File: config.mk
export PLATFORM = sky130hd
export DESIGN_NAME = dram_arbiter
export DESIGN_NICKNAME = d
export VERILOG_FILES = /design/src/rtl/dram_arbiter.sv
export SDC_FILE = /design/constraint.sdc
export NUM_CORES = 1
export LEC_CHECK = 0
export ABC_CLOCK_PERIOD_IN_PS = 3000
export BUFFER_PORTS_ARGS = -buffer_cell sky130_fd_sc_hd__buf_2
export CORE_AREA = 2 2 105 107
export DETAILED_ROUTE_END_ITERATION = 16
export DIE_AREA = 0 0 107 109
export GPL_ROUTABILITY_DRIVEN = 0
export HOLD_SLACK_MARGIN = 0.06
export PLACE_DENSITY = 0.73
export SETUP_SLACK_MARGIN = 0.1
export SLEW_MARGIN = 40
export SYNTH_ARGS = -nofsm -noshare
export SYNTH_HDL_FRONTEND = slang
export SYNTH_SLANG_ARGS = --single-unit
File: constraint.sdc
create_clock -name clk -period 3 [get_ports clk]
set_input_delay 0.45 -clock clk [delete_from_list [all_inputs] [get_ports clk]]
set_output_delay 0.45 -clock clk [all_outputs]
set_load 0.05 [all_outputs]
File: src/rtl/dram_arbiter.sv
// Two-requester round-robin arbiter in front of the single-port data RAM.
// Define DRAM_ARB_ADDR_CHECK_EN to reject addresses >= DEPTH with an error response.
module dram_arbiter #(
  parameter int ADDR_W = 11,
  parameter int DATA_W = 32,
  parameter int DEPTH  = 16,
  parameter int CNT_W  = 16
) (
  input  logic              clk,
  input  logic              reset,
  input  logic              req0_valid,
  input  logic              req0_we,
  input  logic [ADDR_W-1:0] req0_addr,
  input  logic [DATA_W-1:0] req0_wdata,
  output logic              req0_ready,
  output logic              rsp0_valid,
  output logic [DATA_W-1:0] rsp0_rdata,
  output logic              rsp0_err,
  input  logic              req1_valid,
  input  logic              req1_we,
  input  logic [ADDR_W-1:0] req1_addr,
  input  logic [DATA_W-1:0] req1_wdata,
  output logic              req1_ready,
  output logic              rsp1_valid,
  output logic [DATA_W-1:0] rsp1_rdata,
  output logic              rsp1_err,
  output logic              ram_ena,
  output logic              ram_rea,
  output logic              ram_wea,
  output logic [ADDR_W-1:0] ram_addr,
  output logic [DATA_W-1:0] ram_din,
  input  logic [DATA_W-1:0] ram_dout,
  output logic [CNT_W-1:0]  gnt_cnt0,
  output logic [CNT_W-1:0]  gnt_cnt1
);

`ifdef DRAM_ARB_ADDR_CHECK_EN
  localparam bit ADDR_CHECK = 1'b1;
`else
  localparam bit ADDR_CHECK = 1'b0;
`endif

  logic              rr_ptr;
  logic              pend_valid, pend_id, pend_err;
  logic              gnt0, gnt1, gnt, sel, sel_we, oob;
  logic [ADDR_W-1:0] sel_addr;
  logic [DATA_W-1:0] sel_wdata;
  logic [31:0]       addr_ext;

  // Grants are suppressed while reset is held so every output drops at once.
  always_comb begin
    gnt0      = !reset && req0_valid && (!req1_valid || !rr_ptr);
    gnt1      = !reset && req1_valid && (!req0_valid ||  rr_ptr);
    gnt       = gnt0 | gnt1;
    sel       = gnt1;
    sel_we    = sel ? req1_we    : req0_we;
    sel_addr  = sel ? req1_addr  : req0_addr;
    sel_wdata = sel ? req1_wdata : req0_wdata;
    addr_ext  = 32'(sel_addr);
    oob       = ADDR_CHECK && (addr_ext >= 32'(DEPTH));
  end

  assign req0_ready = gnt0;
  assign req1_ready = gnt1;

  always_comb begin
    ram_ena  = gnt && !oob;
    ram_wea  = ram_ena && sel_we;
    ram_rea  = ram_ena && !sel_we;
    ram_addr = ram_ena ? sel_addr : '0;
    ram_din  = ram_wea ? sel_wdata : '0;
  end

  always_ff @(posedge clk or posedge reset) begin
    if (reset) begin
      rr_ptr     <= 1'b0;
      pend_valid <= 1'b0;
      pend_id    <= 1'b0;
      pend_err   <= 1'b0;
      gnt_cnt0   <= '0;
      gnt_cnt1   <= '0;
    end else begin
      if (gnt) rr_ptr <= !sel;
      pend_valid <= gnt && !sel_we;
      pend_id    <= sel;
      pend_err   <= oob;
      if (gnt0 && gnt_cnt0 != {CNT_W{1'b1}}) gnt_cnt0 <= gnt_cnt0 + CNT_W'(1);
      if (gnt1 && gnt_cnt1 != {CNT_W{1'b1}}) gnt_cnt1 <= gnt_cnt1 + CNT_W'(1);
    end
  end

  // Rejected reads never touched the RAM, so their data is forced to zero.
  always_comb begin
    rsp0_valid = pend_valid && !pend_id;
    rsp1_valid = pend_valid &&  pend_id;
    rsp0_err   = rsp0_valid && pend_err;
    rsp1_err   = rsp1_valid && pend_err;
    rsp0_rdata = (rsp0_valid && !pend_err) ? ram_dout : '0;
    rsp1_rdata = (rsp1_valid && !pend_err) ? ram_dout : '0;
  end

endmodule

==> flow_summary.ini <==
[run_status]
status = finished clean

[power]
seqPwrFrac_pct = 32.1
p_switching_mw = 0.984
p_int_mw = 1.03
cellLeakagePower_nw = 2.66
switching_share_pct = 48.9
p_per_area_mw_per_mm2 = 439
peakVddDrop_mv = 0.513
power_frac_comb_pct = 49.2
pwr-share-clk_pct = 18.7

[setup_path]
crit_type = in -> out
cp_max_fo = 33
path_cells = buf_2 > o21ai_2 > inv_1 > o21ai_4 > buf_4 > inv_1 > buf_2
crit_path_end_kind = primary output
critical-path-slowest-cell = o21ai_2
cp-start-kind = primary input
crit_required_ns = 2.55
r2r_setup_slack_ns = 1.09
slowest_delay_ns = 0.54
crit_family = buffers and inverters
crit_buf_inv = 5
cp_data_arrival_time_ns = 2.14

[floorplanning]
die-area_mm2 = 0.0117
rows = 38
core_mm2 = 0.0106
die_w_um = 107
pin_count = 272
initial_core_util_pct = 27.3
die_y_um = 109

[synth]
synth_cells = 392
ys_seq_area_share_pct = 30.3
synthTopCellsByArea = dfrtp_1 (30%), nand2_1 (13%), and3_1 (8.2%), a21oi_1 (7.6%), and2_1 (7.6%)
synth.distinct_cells = 42
syn_avg_cell_area_um2 = 7.38
syn-cell-area_mm2 = 0.00289
synth_top_cell_area_share_pct = 30.3
yosys_register_bits = 35
synth_top_cell_by_area = dfrtp_1
ys.warnings.count = 0

[final_layout]
final_cell_mix = buf_2 (269), nand2_1 (101), and3_1 (38), and2_1 (35), dfrtp_1 (35)
final_area_mm2 = 0.00459
fillers = 1109
num_antenna_cells = 0
regArea_um2 = 876
final_common_cell = buf_2
nets = 777
syn_to_final_growth_pct = 58.7
drive_above_1_share_pct = 51.2
multi_input_area_mm2 = 0.00200

[sta]
min_period_ns = 2.59
setup_tns_ns = 0
hold_viol = 0
post-route-period-util_pct = 86.4
fin_ws_ns = 0.407
rsz0062_at_grt = false
clock.fmax_mhz = 386
fin_skew_ns = 0.00207
tightest_slew_ns = 0.649
slew_violations = 0
fin_hold_ws_ns = 0.326
slew_headroom_pct = 56.7
setup_viol = 0

[job]
maxCapViolCount = 0

[cts]
clock_latency_ns = 0.29
cts_root_buffer = clkbuf_8
cts_hold_buffers = 0
post_cts_resized = 0
numCtsBuffers = 5
clock_path_buffers = 2
cts_tree = built
path_clk_slew_ns = 0.07
post-cts-setup-buffers = 0
cts.sinks = 35
htreeDepth = 2

[drt]
avgRoutedWirePerCell_um = 14.7
drc = 0
dr.pass1.iters = 4
vias = 3714
ant_nets = 0
first_iter_violations = 224
wirelength_um = 11700
vias_per_cell = 4.69

[grt]
grt_usage_pct = 18.3
grt_pass1_vias = 3192
grt_pass1_wl_um = 16900
overflow = 0
antenna_found_initial = 0
grt_max_degree = 45

[placed_design]
pre_cts_ws_ns = 0.393
place_area_mm2 = 0.00449
numPortBuffers = 269
hpwl_um = 9310

[worst_hold_path]
hold_class = in -> async
-- state kept, by name, indices dropped and copies added, names as in the netlist --
| name | count |
|---|---|
| gnt_cnt0 | 16 |
| gnt_cnt1 | 16 |
| pend_id | 1 |
| pend_valid | 1 |
| rr_ptr | 1 |
-- worst register-to-register path: stages, from the launching register on --
cell	delay, ns
dfrtp_1	0.43
ha_1	0.24
and4_1	0.29
nand3_2	0.21
o21ai_1	0.28
mux2_2	0.36
-- through the flow --
step / power (mW) / utilization, % / instances
finish: 2.01 / 43.3 / 792
global route: 2.12 / 43.3 / 792
CTS: 2.03 / 43.3 / 792
detailed placement: 1.65 / 42.4 / 784
global placement: 1.64 / 42.4 / 784
floorplan: 1.37 / - / 393
-- cell families (layout without fill, tap and decap cells) --
| group | after synthesis | in the layout | synth area share (%) |
|---|---|---|---|
| compound gates | 62 | 62 | 12.4 |
| xor+xnor | 22 | 22 | 6.66 |
| fa+ha+maj | 2 | 2 | 0.865 |
| simple gates | 227 | 227 | 40.8 |
| other cells | 1 | 2 | 0.130 |
| flops | 35 | 35 | 30.3 |
| mux | 9 | 9 | 3.46 |
| buf+inv | 34 | 293 | 5.41 |
-- layer usage --
layer / part of all wire (%) / track usage, % / wire, um
met1: 39 / 21.7 / 4590
met2: 50 / 32.8 / 5890
met3: 8.3 / 4.78 / 974
met4: 1.9 / 4.82 / 217
met5: 0 / 0 / 0
-- cell usage after synthesis (all sizes together) --
library cell / instances
ha: 2
or2: 1
nand2: 102
nand3: 13
nor3: 6
clkbuf: 13
dfrtp: 35
and2b: 1
o21a: 1
and2: 35
xnor2: 16
buf: 13
conb: 1
o21ai: 4
nand2b: 5
a2111oi: 1
or3: 1
and3: 38
and4: 4
xor2: 6
nand4: 7
nor2: 3
o2111ai: 4
mux2i: 1
nor2b: 3
mux2: 8
o211ai: 6
a21boi: 1
inv: 8
a21oi: 44
a211o: 1
nor4: 8
-- layout make-up --
cell class	count	share of cell area, %
Multi-Input combinational cell	324	43.6
Timing Repair Buffer	277	30.6
Sequential cell	35	19.1
Tap cell	140	3.82
Clock buffer	8	2.18
Inverter	8	0.736
-- path summary, 6_finish.rpt --
check	startpoint	end	depth (start not counted)
worst max register to register	gnt_cnt1[0]	gnt_cnt1[1]	5
worst min register to register	gnt_cnt0[5]	gnt_cnt0[5]	1
max in group asynchronous	reset	pend_id	3
worst max-delay path	req0_valid	ram_wea	7
min in group clk	gnt_cnt0[5]	gnt_cnt0[5]	1
worst min-delay path	reset	rr_ptr	3
-- power groups by stage --
stage / logic, mW / clock network [mW] / registers (mW)
floorplan: 0.475 / 0 / 0.890
global placement: 0.991 / 0 / 0.653
detailed placement: 0.996 / 0 / 0.653
CTS: 1.00 / 0.386 / 0.645
global route: 1.05 / 0.404 / 0.661
finish: 0.991 / 0.376 / 0.646
No activity file was read; power rests on OpenSTA's default activity.
